## src/rtl/hese_term_accumulator.sv

```systemverilog
// hese_term_accumulator: rebuilds MSB-first signed-digit frames into two's-complement words.
// Define HESE_ACC_TERM_BUDGET_EN to limit the nonzero digits kept per frame to MAX_TERMS.
module hese_term_accumulator #(
  parameter int WIDTH     = 8,
  parameter int MAX_TERMS = 2,
  localparam int ACC_W    = WIDTH + 2
) (
  input  logic                    clk,
  input  logic                    reset,
  input  logic                    power_on,
  input  logic                    frame_start,
  input  logic                    term_in,
  input  logic                    sign_in,
  output logic signed [ACC_W-1:0] out_data,
  output logic                    out_valid,
  input  logic                    out_ready,
  output logic                    out_truncated,
  output logic                    err_overflow,
  output logic                    err_framing,
  input  logic                    err_clear
);

  localparam int DIGITS = WIDTH + 1;
  localparam int CNT_W  = $clog2(DIGITS + 1);

  typedef enum logic [0:0] {
    IDLE = 1'b0,
    ACC  = 1'b1
  } state_t;

  state_t                  state_r;
  state_t                  state_nxt_s;
  logic signed [ACC_W-1:0] acc_r;
  logic signed [ACC_W-1:0] acc_base_s;
  logic signed [ACC_W-1:0] acc_nxt_s;
  logic signed [ACC_W-1:0] digit_s;
  logic [CNT_W-1:0]        digit_cnt_r;
  logic [CNT_W-1:0]        cnt_base_s;
  logic [CNT_W-1:0]        digit_cnt_nxt_s;
  logic                    start_s;
  logic                    consume_s;
  logic                    keep_s;
  logic                    frame_done_s;
  logic                    framing_evt_s;
  logic                    overflow_evt_s;
  logic                    load_out_s;

`ifdef HESE_ACC_TERM_BUDGET_EN
  localparam int TERM_W = $clog2(MAX_TERMS + 1);

  logic [TERM_W-1:0] term_cnt_r;
  logic [TERM_W-1:0] term_base_s;
  logic [TERM_W-1:0] term_nxt_s;
  logic              trunc_r;
  logic              trunc_nxt_s;

  // Budget: a nonzero digit past MAX_TERMS still shifts but contributes zero.
  always_comb begin
    term_base_s = start_s ? '0 : term_cnt_r;
    keep_s      = term_in & (term_base_s < TERM_W'(MAX_TERMS));
    term_nxt_s  = term_base_s + TERM_W'(keep_s);
    trunc_nxt_s = (start_s ? 1'b0 : trunc_r) | (term_in & ~keep_s);
  end

  // Term counter and truncation flag of the frame in progress.
  always_ff @(posedge clk or negedge reset) begin
    if (!reset) begin
      term_cnt_r <= '0;
      trunc_r    <= 1'b0;
    end else if (consume_s) begin
      term_cnt_r <= term_nxt_s;
      trunc_r    <= trunc_nxt_s;
    end
  end

  // Truncation flag travels with the captured result.
  always_ff @(posedge clk or negedge reset) begin
    if (!reset) begin
      out_truncated <= 1'b0;
    end else if (load_out_s) begin
      out_truncated <= trunc_nxt_s;
    end
  end
`else
  assign keep_s        = term_in;
  assign out_truncated = 1'b0;
`endif

  // State register.
  always_ff @(posedge clk or negedge reset) begin
    if (!reset) begin
      state_r <= IDLE;
    end else begin
      state_r <= state_nxt_s;
    end
  end

  // Next state: a frame_start mid-frame restarts without leaving ACC.
  always_comb begin
    state_nxt_s = state_r;
    case (state_r)
      IDLE: begin
        if (consume_s && !frame_done_s) state_nxt_s = ACC;
        else                            state_nxt_s = IDLE;
      end
      ACC: begin
        if (frame_done_s) state_nxt_s = IDLE;
        else              state_nxt_s = ACC;
      end
      default: state_nxt_s = IDLE;
    endcase
  end

  // Datapath control: which digits are consumed and when a frame completes.
  always_comb begin
    start_s       = power_on & frame_start;
    consume_s     = 1'b0;
    framing_evt_s = 1'b0;
    case (state_r)
      IDLE: begin
        consume_s = start_s;
      end
      ACC: begin
        consume_s     = power_on;
        framing_evt_s = start_s;
      end
      default: begin
        consume_s = 1'b0;
      end
    endcase

    if (keep_s) digit_s = sign_in ? {ACC_W{1'b1}} : ACC_W'(1);
    else        digit_s = '0;

    acc_base_s      = start_s ? '0 : acc_r;
    acc_nxt_s       = (acc_base_s <<< 1) + digit_s;
    cnt_base_s      = start_s ? '0 : digit_cnt_r;
    digit_cnt_nxt_s = cnt_base_s + CNT_W'(1);
    frame_done_s    = consume_s & (digit_cnt_nxt_s == CNT_W'(DIGITS));
    overflow_evt_s  = frame_done_s & out_valid & ~out_ready;
    load_out_s      = frame_done_s & (~out_valid | out_ready);
  end

  // Accumulator and digit counter.
  always_ff @(posedge clk or negedge reset) begin
    if (!reset) begin
      acc_r       <= '0;
      digit_cnt_r <= '0;
    end else if (consume_s) begin
      acc_r       <= acc_nxt_s;
      digit_cnt_r <= digit_cnt_nxt_s;
    end
  end

  // One-entry output buffer; a full, stalled buffer drops the newer result.
  always_ff @(posedge clk or negedge reset) begin
    if (!reset) begin
      out_data  <= '0;
      out_valid <= 1'b0;
    end else if (load_out_s) begin
      out_data  <= acc_nxt_s;
      out_valid <= 1'b1;
    end else if (out_valid && out_ready) begin
      out_valid <= 1'b0;
    end
  end

  // Sticky errors: a same-edge event wins over err_clear.
  always_ff @(posedge clk or negedge reset) begin
    if (!reset) begin
      err_overflow <= 1'b0;
      err_framing  <= 1'b0;
    end else begin
      err_overflow <= overflow_evt_s | (err_overflow & ~err_clear);
      err_framing  <= framing_evt_s | (err_framing & ~err_clear);
    end
  end

endmodule

```

## config.mk

```make
export PLATFORM = sky130hd
export DESIGN_NAME = hese_term_accumulator
export DESIGN_NICKNAME = d
export VERILOG_FILES = /design/src/rtl/hese_term_accumulator.sv
export SDC_FILE = /design/constraint.sdc
export NUM_CORES = 1
export LEC_CHECK = 0
export BUFFER_PORTS_ARGS = -buffer_cell sky130_fd_sc_hd__buf_2
export CAP_MARGIN = 15
export CELL_PAD_IN_SITES_DETAIL_PLACEMENT = 1
export CELL_PAD_IN_SITES_GLOBAL_PLACEMENT = 2
export CORE_MARGIN = 1
export CORE_UTILIZATION = 35
export DETAILED_ROUTE_END_ITERATION = 6
export PLACE_DENSITY = 0.8
export REMOVE_ABC_BUFFERS = 1
export SETUP_SLACK_MARGIN = 0.05
export SKIP_LAST_GASP = 1
export SLEW_MARGIN = 0
export SYNTH_ARGS = -nofsm -noshare
export SYNTH_HDL_FRONTEND = slang
export SYNTH_SLANG_ARGS = --single-unit
```

## constraint.sdc

```tcl
create_clock -name clk -period 6.1 [get_ports clk]
set_input_delay 0.305 -clock clk [delete_from_list [all_inputs] [get_ports clk]]
set_output_delay 0.305 -clock clk [all_outputs]
set_load 0.01 [all_outputs]
```

==> flow_summary.ini, run 1 <==
[setup_path]
worst_path_max_delay_cell = fa_1
crit_chain = buf_2, nand2_1, and2_1, ha_1, fa_1, a211oi_1, nor3_1, a211oi_2, xnor2_1, mux2_4
path_max_fanout = 13
worstPathRequired_ns = 6.27
critPathLaunchType = input port
cp_slowest_stage_delay_ns = 0.43
crit_type = in2reg
r2r_setup_slack_ns = 3.77
crit_path_end_kind = flip-flop
arrival_ns = 2.67

[timing]
fin_crit_sh_pct = 41.1
finClkSkew_ns = 0.00322
rsz0062_at_grt = no
hold_viol = 0
tightest_slew_ns = 0.768
timing.final.ws_setup_ns = 3.59
slew_viol_final = 0
period_needed_ns = 2.51
tns_ns = 0
finalSetupViolCount = 0
whs_ns = 0.0399
relSlewSlack_pct = 48.6
fmax_mhz = 399

[global_route]
use_met1_pct = 19.5
grt-busiest-layer = met2
grtUsageMet3_pct = 2.34
grt_first_pass_wirelength_um = 5720
grt_pass1_vias = 1244
grt_max_degree = 28
grt_overflow_total = 0
grt_util_met2_pct = 24.9
track_usage_pct = 14.8
antenna_found_initial = 0

[finish]
diodes = 0
utilization_pct = 40.6
final_layout_size_suffix_gt1_share_pct = 19.2
n_fill_cell = 511
syn_to_final_growth_pct = 12.2
nets = 197

[synth]
synth_top_area_cell = dfrtp_1
ys_seq_area_share_pct = 42.9
yosys_warnings = 0
netlist_area_sq_um = 1580
avgSynthCellArea_sq_um = 10.1
synth-seq-cells = 27
synth.area.top_cells = dfrtp_1 43%, ha_1 7.9%, nand2_1 5.7%
synthTopCellsByCount = 27 x dfrtp_1, 24 x nand2_1, 13 x o21ai_0
ys_async_sr_fraction_pct = 100
syn_inst = 156
synth_edf_count = 0
synth.most_common_cell = dfrtp_1
synth_top_area_share_pct = 42.9
yosysUniqueCellTypes = 34
synthFlopType = dfrtp_1

[route]
drt_iter0_drc = 23
vias_per_cell = 5.09
drt_wl_total_um = 3280
routedWlPerCell_um = 14.3
firstDrtPassIters = 4
detail-route-antenna-nets = 0
route.detailed.drc = 0
via_count = 1165

[die]
fp.dieW_um = 69.1
io_pins = 22
start_util_pct = 36.2
core_sq_um = 4350
rows = 24
dieArea_sq_um = 4770
dieHeight_um = 69.1

[pwr]
power.density_nw_per_um2 = 367
design_power_total_uw = 648
ir_drop_uv = 127
power_leakage_uw = 0.000857

[clock_network]
htreeDepth = 1
clock_sinks = 27
post_cts_buffers = 0
ctsLongestPathBuffers = 2
insertion_delay_ns = 0.27
cts_buffers = 3
cts_tree = done
holdBufCountCts = 0
cts_resized = 0
clk_pin_slew_ns = 0.10
cts_root_buf = clkbuf_8

[place]
gp_congestion = 0.809
port-buffer-count = 20
pre_cts_slack_ns = 3.29
hpwl_um = 2410

[worst_hold_path]
hold_class = in2async

[status]
outcome = finished, final reports clean

[run]
cap_violations = 0
[routing by layer]
layer,routed length [um],share of wire (%),vias up
met5,0,0,-
met4,32,0.97,0
met3,84,2.6,4
met2,1600,49,22
met1,1570,48,566
li1,-,-,573
[registers in the layout (all words and copies together), names as in the netlist, named ones only]
| signal | flops |
|---|---|
| acc_r | 9 |
| digit_cnt_r | 4 |
| err_framing | 1 |
| err_overflow | 1 |
| out_data | 10 |
| out_valid | 1 |
[critical path, delay by kind of cell]
family / cells / cell delay (ns)
buffers and inverters: 1 / 0.14
adder cells (fa/ha/maj): 2 / 0.65
AND/OR/NAND/NOR: 3 / 0.65
AO/OA/AOI/OAI: 2 / 0.58
XOR/XNOR: 1 / 0.09
multiplexers: 1 / 0.25
[metrics by stage]
stage / instances / area [sq um]
floorplan: 152 / 1550
finish: 229 / 1770
CTS: 228 / 1760
global placement: 224 / 1710
global route: 229 / 1770
detailed placement: 224 / 1710
[cells in the final DEF (no fill, tap or decap), drive strengths merged, types with 3 or more instances in the layout]
cell	netlist	layout
dfrtp	27	27
and2	10	10
a21oi	8	8
xnor2	5	5
ha	10	10
xor2	5	5
inv	11	11
nand2	24	24
mux2	4	4
buf	2	21
o21ai	14	14
mux2i	6	6
a211oi	3	3
clkbuf	2	4
o21a	3	3
nand3	4	4
[cell type report]
class	count	area, sq um	area share (%)
Inverter	11	41.3	2.34
Multi-Input combinational cell	114	832	47.1
Clock buffer	4	45.0	2.55
Timing Repair Buffer	21	108	6.09
Tap cell	52	65.1	3.68
Sequential cell	27	676	38.2
[final timing paths]
| path | depth (start not counted) | from | to |
|---|---|---|---|
| setup / recovery | 10 | power_on | out_data[9]$_DFFE_PN0P_ |
| hold / removal | 1 | reset | out_valid$_DFFE_PN0P_ |
| setup reg to reg | 8 | acc_r[0]$_DFFE_PN0P_ | out_data[9]$_DFFE_PN0P_ |
| hold reg to reg | 2 | acc_r[0]$_DFFE_PN0P_ | acc_r[0]$_DFFE_PN0P_ |
| max in group asynchronous | 1 | reset | out_data[4]$_DFFE_PN0P_ |
| min in group clk | 3 | term_in | acc_r[0]$_DFFE_PN0P_ |
[logic make-up (layout without fill, tap and decap cells)]
kind of cell	count (synthesis)	in the layout	share of synthesized area, %
buf+inv	15	36	4.29
xor+xnor	10	10	6.04
fa+ha+maj	11	11	9.21
flops	27	27	42.9
simple gates	44	44	14.2
compound gates	38	38	15.5
mux	10	10	7.63
other cells	1	1	0.238
[where the power goes]
| part | switching, uW | leakage [uW] | internal [uW] | total (uW) |
|---|---|---|---|---|
| logic | 140 | 0.000511 | 124 | 264 |
| registers | 38.7 | 0.000323 | 240 | 279 |
| clock network | 58.3 | 0.0000228 | 46.9 | 105 |
| total | 237 | 0.000857 | 411 | 648 |
No activity file was read; power rests on OpenSTA's default activity.
==> run 2, diff against run 1 <==
--- a/config.mk
+++ b/config.mk
@@ -10,9 +10,9 @@
 export CELL_PAD_IN_SITES_DETAIL_PLACEMENT = 1
 export CELL_PAD_IN_SITES_GLOBAL_PLACEMENT = 2
 export CORE_MARGIN = 1
-export CORE_UTILIZATION = 35
+export CORE_UTILIZATION = 32
 export DETAILED_ROUTE_END_ITERATION = 6
-export PLACE_DENSITY = 0.8
+export PLACE_DENSITY = 0.77
 export REMOVE_ABC_BUFFERS = 1
 export SETUP_SLACK_MARGIN = 0.05
 export SKIP_LAST_GASP = 1
==> constraint.sdc (replaced) <==
create_clock -name clk -period 2.07 [get_ports clk]
set_input_delay 0.1035 -clock clk [delete_from_list [all_inputs] [get_ports clk]]
set_output_delay 0.1035 -clock clk [all_outputs]
set_load 0.01 [all_outputs]
==> run 2 against run 1 <==
Effect of this change:
- combinational power grew to 3.3 times the previous value
- setup slack worse by 3.5 ns
- hold slack better by 0.055 ns
- final area is 10% higher
- sequential share of layout area is 3.6 points lower
- non-clock buffer count is 15 higher
- critical path type is now reg2reg
- critical endpoint unchanged
- largest power group is now combinational cells
==> flow_summary.ini, run 2 (same netlist as run 1, synthesis figures left out) <==
[route]
firstDrtPassIters = 4
route.detailed.drc = 0
detail-route-antenna-nets = 0
vias_per_cell = 4.67
routedWlPerCell_um = 14.1
via_count = 1209
drt_wl_total_um = 3650
drt_iter0_drc = 49

[global_route]
use_met1_pct = 18.5
antenna_found_initial = 0
grt_pass1_vias = 1285
grt_first_pass_wirelength_um = 6070
grt-busiest-layer = met2
grt_util_met2_pct = 27.5
grtUsageMet3_pct = 2.22
track_usage_pct = 15.1
grt_max_degree = 28
grt_overflow_total = 0

[setup_path]
crit_path_end_kind = flip-flop
cp_slowest_stage_delay_ns = 0.39
crit_chain = and2_4, ha_4, fa_2, a211oi_2, nor3_1, a211oi_2, xnor2_1, mux2_4
arrival_ns = 2.19
worstPathRequired_ns = 2.24
crit_type = reg2reg
cpMostUsedCell = a211oi_2
crit_family = adder cells
path_buf_inv = 0
critPathLaunchType = flip-flop
worst_path_max_delay_cell = dfrtp_1
path_max_fanout = 2

[clock_network]
clk_pin_slew_ns = 0.10
ctsLongestPathBuffers = 2
cts_root_buf = clkbuf_8
cts_buffers = 3
clock_sinks = 27
insertion_delay_ns = 0.27
htreeDepth = 1
post_cts_buffers = 0
cts_tree = done

[finish]
top_regs = out_data (10), acc_r (9), digit_cnt_r (4)
layout_common_cells = 27 x dfrtp_1, 24 x nand2_1, 20 x buf_2
final_common_cell = dfrtp_1
nets = 212
utilization_pct = 41.3
regMostFlops = out_data
syn_to_final_growth_pct = 23.9
diodes = 0
largest_reg_flops = 10
final_layout_size_suffix_gt1_share_pct = 28.6

[pwr]
power_leakage_uw = 0.000941
ir_drop_uv = 400
power.density_nw_per_um2 = 1020

[die]
fp.dieW_um = 72.2
core_sq_um = 4720
start_util_pct = 33.4
rows = 25
dieArea_sq_um = 5210
io_pins = 22
dieHeight_um = 72.2

[timing]
finalSetupViolCount = 0
period_needed_ns = 2.02
slew_viol_final = 0
fin_crit_sh_pct = 97.5
hold_viol = 0
timing.final.ws_setup_ns = 0.0513
relSlewSlack_pct = 58.7
tightest_slew_ns = 0.619
finClkSkew_ns = 0.00489
fmax_mhz = 495
rsz0062_at_grt = yes

[place]
pre_cts_slack_ns = -0.171
port-buffer-count = 20
gp_congestion = 0.830
hpwl_um = 2700

[run]
cap_violations = 0

[status]
outcome = finished, final reports clean

[worst_hold_path]
hold_class = in2reg
run 2: changes by cell type in the layout (fill, tap and decap cells not counted), moves of 2 or more:
cell | before | now
a211oi_2 | 1 | 3
a211oi_1 | 2 | 0
buf_4 | 1 | 14
o21ai_1 | 1 | 3
o21ai_0 | 13 | 11
run 2: cell type report:
cell class                      instances  area, sq um
Inverter                               11         41.3
Multi-Input combinational cell        114          871
Timing Repair Buffer                   36          235
Tap cell                               67         83.8
Clock buffer                            4         45.0
Sequential cell                        27          676
Fill cell                             535         2770
run 2: worst reg2reg max path, cell delays in order (launching register included):
cell and delay [ns]:
dfrtp_1 0.39, and2_4 0.15, ha_4 0.15, fa_2 0.35, a211oi_2 0.24, nor3_1 0.10, a211oi_2 0.18, xnor2_1 0.10
mux2_4 0.25
run 2: final timing paths:
kind                                      start                          to  slack, ns  cells past startpoint
max                        acc_r[0]$_DFFE_PN0P_     out_data[9]$_DFFE_PN0P_       0.05                      8
min                                   err_clear      err_overflow$_DFF_PN0_        0.1                      3
max in group asynchronous                 reset  digit_cnt_r[3]$_DFFE_PN0P_       1.29                      2
min reg2reg                acc_r[2]$_DFFE_PN0P_        acc_r[2]$_DFFE_PN0P_       0.48                      2
min in group asynchronous                 reset     out_data[4]$_DFFE_PN0P_       0.37                      2
max reg2reg                acc_r[0]$_DFFE_PN0P_     out_data[9]$_DFFE_PN0P_       0.05                      8
run 2: timing repair:
action	4_1_cts	5_1_grt
pin swaps	4	4
resized for setup	3	7
hold endpoints to repair	27	0
hold buffers	1	0
endpoints found under the setup margin	5	9
run 2: layer usage:
layer,vias to the layer above,part of all wire (%)
li1,602,-
met1,590,47
met2,15,50
met3,2,2.2
met4,0,0.66
met5,-,0
run 2: where the power goes:
| group | total (uW) | internal (uW) | leakage [uW] | switching (uW) |
|---|---|---|---|---|
| Sequential | 820 | 707 | 0.000323 | 113 |
| Combinational | 869 | 424 | 0.000595 | 446 |
| Clock | 308 | 138 | 0.0000228 | 170 |
run 2: per-stage QoR:
stage | power [uW] | instances | instance area, sq um | setup TNS [ns] | hold WS [ns]
after floorplan | 1380 | 152 | 1550 | -0.0913 | -0.192
after detailed placement | 1680 | 254 | 1860 | -0.635 | 0.161
after global placement | 1630 | 254 | 1860 | -0.212 | 0.151
after global routing | 2160 | 259 | 1950 | -0.0831 | 0.101
after CTS | 2010 | 259 | 1920 | 0 | 0.0960
final | 2000 | 259 | 1950 | 0 | 0.0952
==> run 3, diff against run 2 <==
--- a/config.mk
+++ b/config.mk
@@ -5,14 +5,15 @@
 export SDC_FILE = /design/constraint.sdc
 export NUM_CORES = 1
 export LEC_CHECK = 0
+export ABC_AREA = 1
 export BUFFER_PORTS_ARGS = -buffer_cell sky130_fd_sc_hd__buf_2
 export CAP_MARGIN = 15
 export CELL_PAD_IN_SITES_DETAIL_PLACEMENT = 1
 export CELL_PAD_IN_SITES_GLOBAL_PLACEMENT = 2
 export CORE_MARGIN = 1
-export CORE_UTILIZATION = 32
+export CORE_UTILIZATION = 29
 export DETAILED_ROUTE_END_ITERATION = 6
-export PLACE_DENSITY = 0.77
+export PLACE_DENSITY = 0.78
 export REMOVE_ABC_BUFFERS = 1
 export SETUP_SLACK_MARGIN = 0.05
 export SKIP_LAST_GASP = 1
==> run 3 against run 2 <==
Effect of this change:
- final area fell by 1.6%
- via count rose by 20%
- hold slack got worse by 0.066 ns
- largest power group unchanged
- highest routed layer unchanged
==> flow_summary.ini, run 3 <==
[status]
outcome = finished, final reports clean

[setup_path]
path_max_fanout = 3
r2r_cells = 12
crit_chain = inv_1, nor2_1, ha_1, fa_1, nand3_1, nand3_1, nand2_1, nand2_1, nand2_1, nand2_1, nand3_1, nand2_1
arrival_ns = 1.98
crit_type = reg2reg
crit_path_end_kind = flip-flop
cp_slowest_stage_delay_ns = 0.44
worstPathRequired_ns = 2.24
worst_path_max_delay_cell = fa_1
critPathLaunchType = flip-flop
cpMostUsedCell = nand2_1

[clock_network]
cts_resized = 0
ctsLongestPathBuffers = 2
cts_tree = done
clk_pin_slew_ns = 0.09
insertion_delay_ns = 0.27
clock_sinks = 27
cts_root_buf = clkbuf_8
htreeDepth = 1
post_cts_buffers = 0
cts_buffers = 3

[place]
gp_congestion = 0.865
port-buffer-count = 20
hpwl_um = 3230
place_area_sq_um = 1870
pre_cts_slack_ns = 0.149

[route]
firstDrtPassIters = 4
route.detailed.drc = 0
routedWlPerCell_um = 12.4
drt_wl_total_um = 4090
via_count = 1448
vias_per_cell = 4.40
drt_iter0_drc = 45
detail-route-antenna-nets = 0

[global_route]
grt_overflow_total = 0
grt_first_pass_wirelength_um = 7070
track_usage_pct = 14.9
grt_max_degree = 28
antenna_found_initial = 0
grt_pass1_vias = 1492

[finish]
seqCellArea_sq_um = 676
top_regs = out_data (10), acc_r (9), digit_cnt_r (4)
layout_common_cells = 83 x nand2_1, 39 x inv_1, 27 x dfrtp_1
regMostFlops = out_data
n_fill_cell = 709
multi_input_area_sq_um = 816
syn_to_final_growth_pct = 13.4
final_area_sq_um = 1920
final_layout_size_suffix_gt1_share_pct = 12.8
largest_reg_flops = 10
nets = 277
final_common_cell = nand2_1
diodes = 0

[timing]
tns_ns = 0
finClkSkew_ns = 0.00357
slew_viol_final = 0
fin_crit_sh_pct = 87.9
relSlewSlack_pct = 58.6
whs_ns = 0.0292
period_needed_ns = 1.82
rsz0062_at_grt = no
finalSetupViolCount = 0
fmax_mhz = 550
timing.final.ws_setup_ns = 0.251
tightest_slew_ns = 0.620
hold_viol = 0

[synth]
synth-seq-cells = 27
ys_seq_area_share_pct = 39.9
netlist_area_sq_um = 1690
synthFlopType = dfrtp_1
synth.most_common_cell = nand2_1
synth_top_area_share_pct = 39.9
yosysUniqueCellTypes = 21
synth.area.top_cells = dfrtp_1 40%, nand2_1 18%, inv_1 8.6%
synth_edf_count = 0
ys_async_sr_fraction_pct = 100
syn_inst = 235
avgSynthCellArea_sq_um = 7.21
yosys_warnings = 0
synth_top_area_cell = dfrtp_1
synthTopCellsByCount = 83 x nand2_1, 39 x inv_1, 27 x dfrtp_1

[die]
core_sq_um = 5570
io_pins = 22
start_util_pct = 30.4
rows = 27
dieHeight_um = 78.4
fp.dieW_um = 78.4
dieArea_sq_um = 6150

[pwr]
design_power_total_uw = 2100
ir_drop_uv = 282
power_leakage_uw = 0.00112
power.density_nw_per_um2 = 1090

[worst_hold_path]
hold_class = in2reg
worstHoldPathCells = 2

[run]
cap_violations = 0
run 3: changes by cell type in the layout (fill, tap and decap cells not counted), sizes merged, moves of 5 or more:
cell | before | now
nand2 | 24 | 84
inv | 11 | 41
nand3 | 4 | 22
nor2 | 0 | 18
buf | 35 | 24
and2 | 10 | 0
mux2i | 6 | 0
xnor2 | 5 | 0
run 3: timing repair:
item,CTS,global route
endpoints found under the hold margin,27,0
hold buffers,1,0
setup endpoints to repair,0,0
run 3: critical path: cells and delay by family, from the launching register on:
family | cells | cell delay (ns)
adder cells (fa/ha/maj) | 2 | 0.67
AND/OR/NAND/NOR | 9 | 0.61
flip-flops | 1 | 0.37
buffers and inverters | 1 | 0.07
run 3: worst paths after layout:
check / start / endpoint / slack (ns)
setup / recovery: acc_r[0]$_DFFE_PN0P_ / out_data[9]$_DFFE_PN0P_ / 0.25
hold / removal: err_clear / err_overflow$_DFF_PN0_ / 0.03
setup reg to reg: acc_r[0]$_DFFE_PN0P_ / out_data[9]$_DFFE_PN0P_ / 0.25
hold reg to reg: out_data[7]$_DFFE_PN0P_ / out_data[7]$_DFFE_PN0P_ / 0.47
max in group asynchronous: reset / digit_cnt_r[3]$_DFFE_PN0P_ / 1.29
min in group asynchronous: reset / out_data[0]$_DFFE_PN0P_ / 0.38
run 3: metrics by stage:
step | utilization [%] | cells
2_1_floorplan | - | 228
3_3_place_gp | 33.5 | 324
4_1_cts | 34.5 | 329
3_5_place_dp | 33.5 | 324
5_1_grt | 34.5 | 329
6_report | 34.5 | 329
run 3: routing by layer:
layer | part of all wire, % | wire length, um | up-vias | global-route usage, %
li1 | - | - | 764 | -
met1 | 50 | 2030 | 671 | 19.5
met2 | 48 | 1960 | 11 | 25.5
met3 | 1.3 | 55 | 2 | 1.74
met4 | 0.95 | 39 | 0 | 5.00
met5 | 0 | 0 | - | 0
run 3: kinds of logic (layout without fill, tap and decap cells):
family,Yosys count,count (layout),synth area share (%)
other,1,1,0.221
flip-flops,27,27,39.9
adder cells (fa/ha/maj),11,11,8.57
AO/OA/AOI/OAI,17,17,5.17
buffers and inverters,48,70,12.0
AND/OR/NAND/NOR,128,128,32.6
XOR/XNOR,3,3,1.55
run 3: power breakdown:
part	internal [uW]	switching [uW]
registers	730	97.8
clock network	138	156
logic	358	616
run 3: area by class of cell:
class                      instances  area share, %
timing repair buffer              25           7.30
inverter                          41           8.01
clock buffer                       4           2.35
tap                               72           4.69
sequential                        27           35.2
multi-input combinational        160           42.5
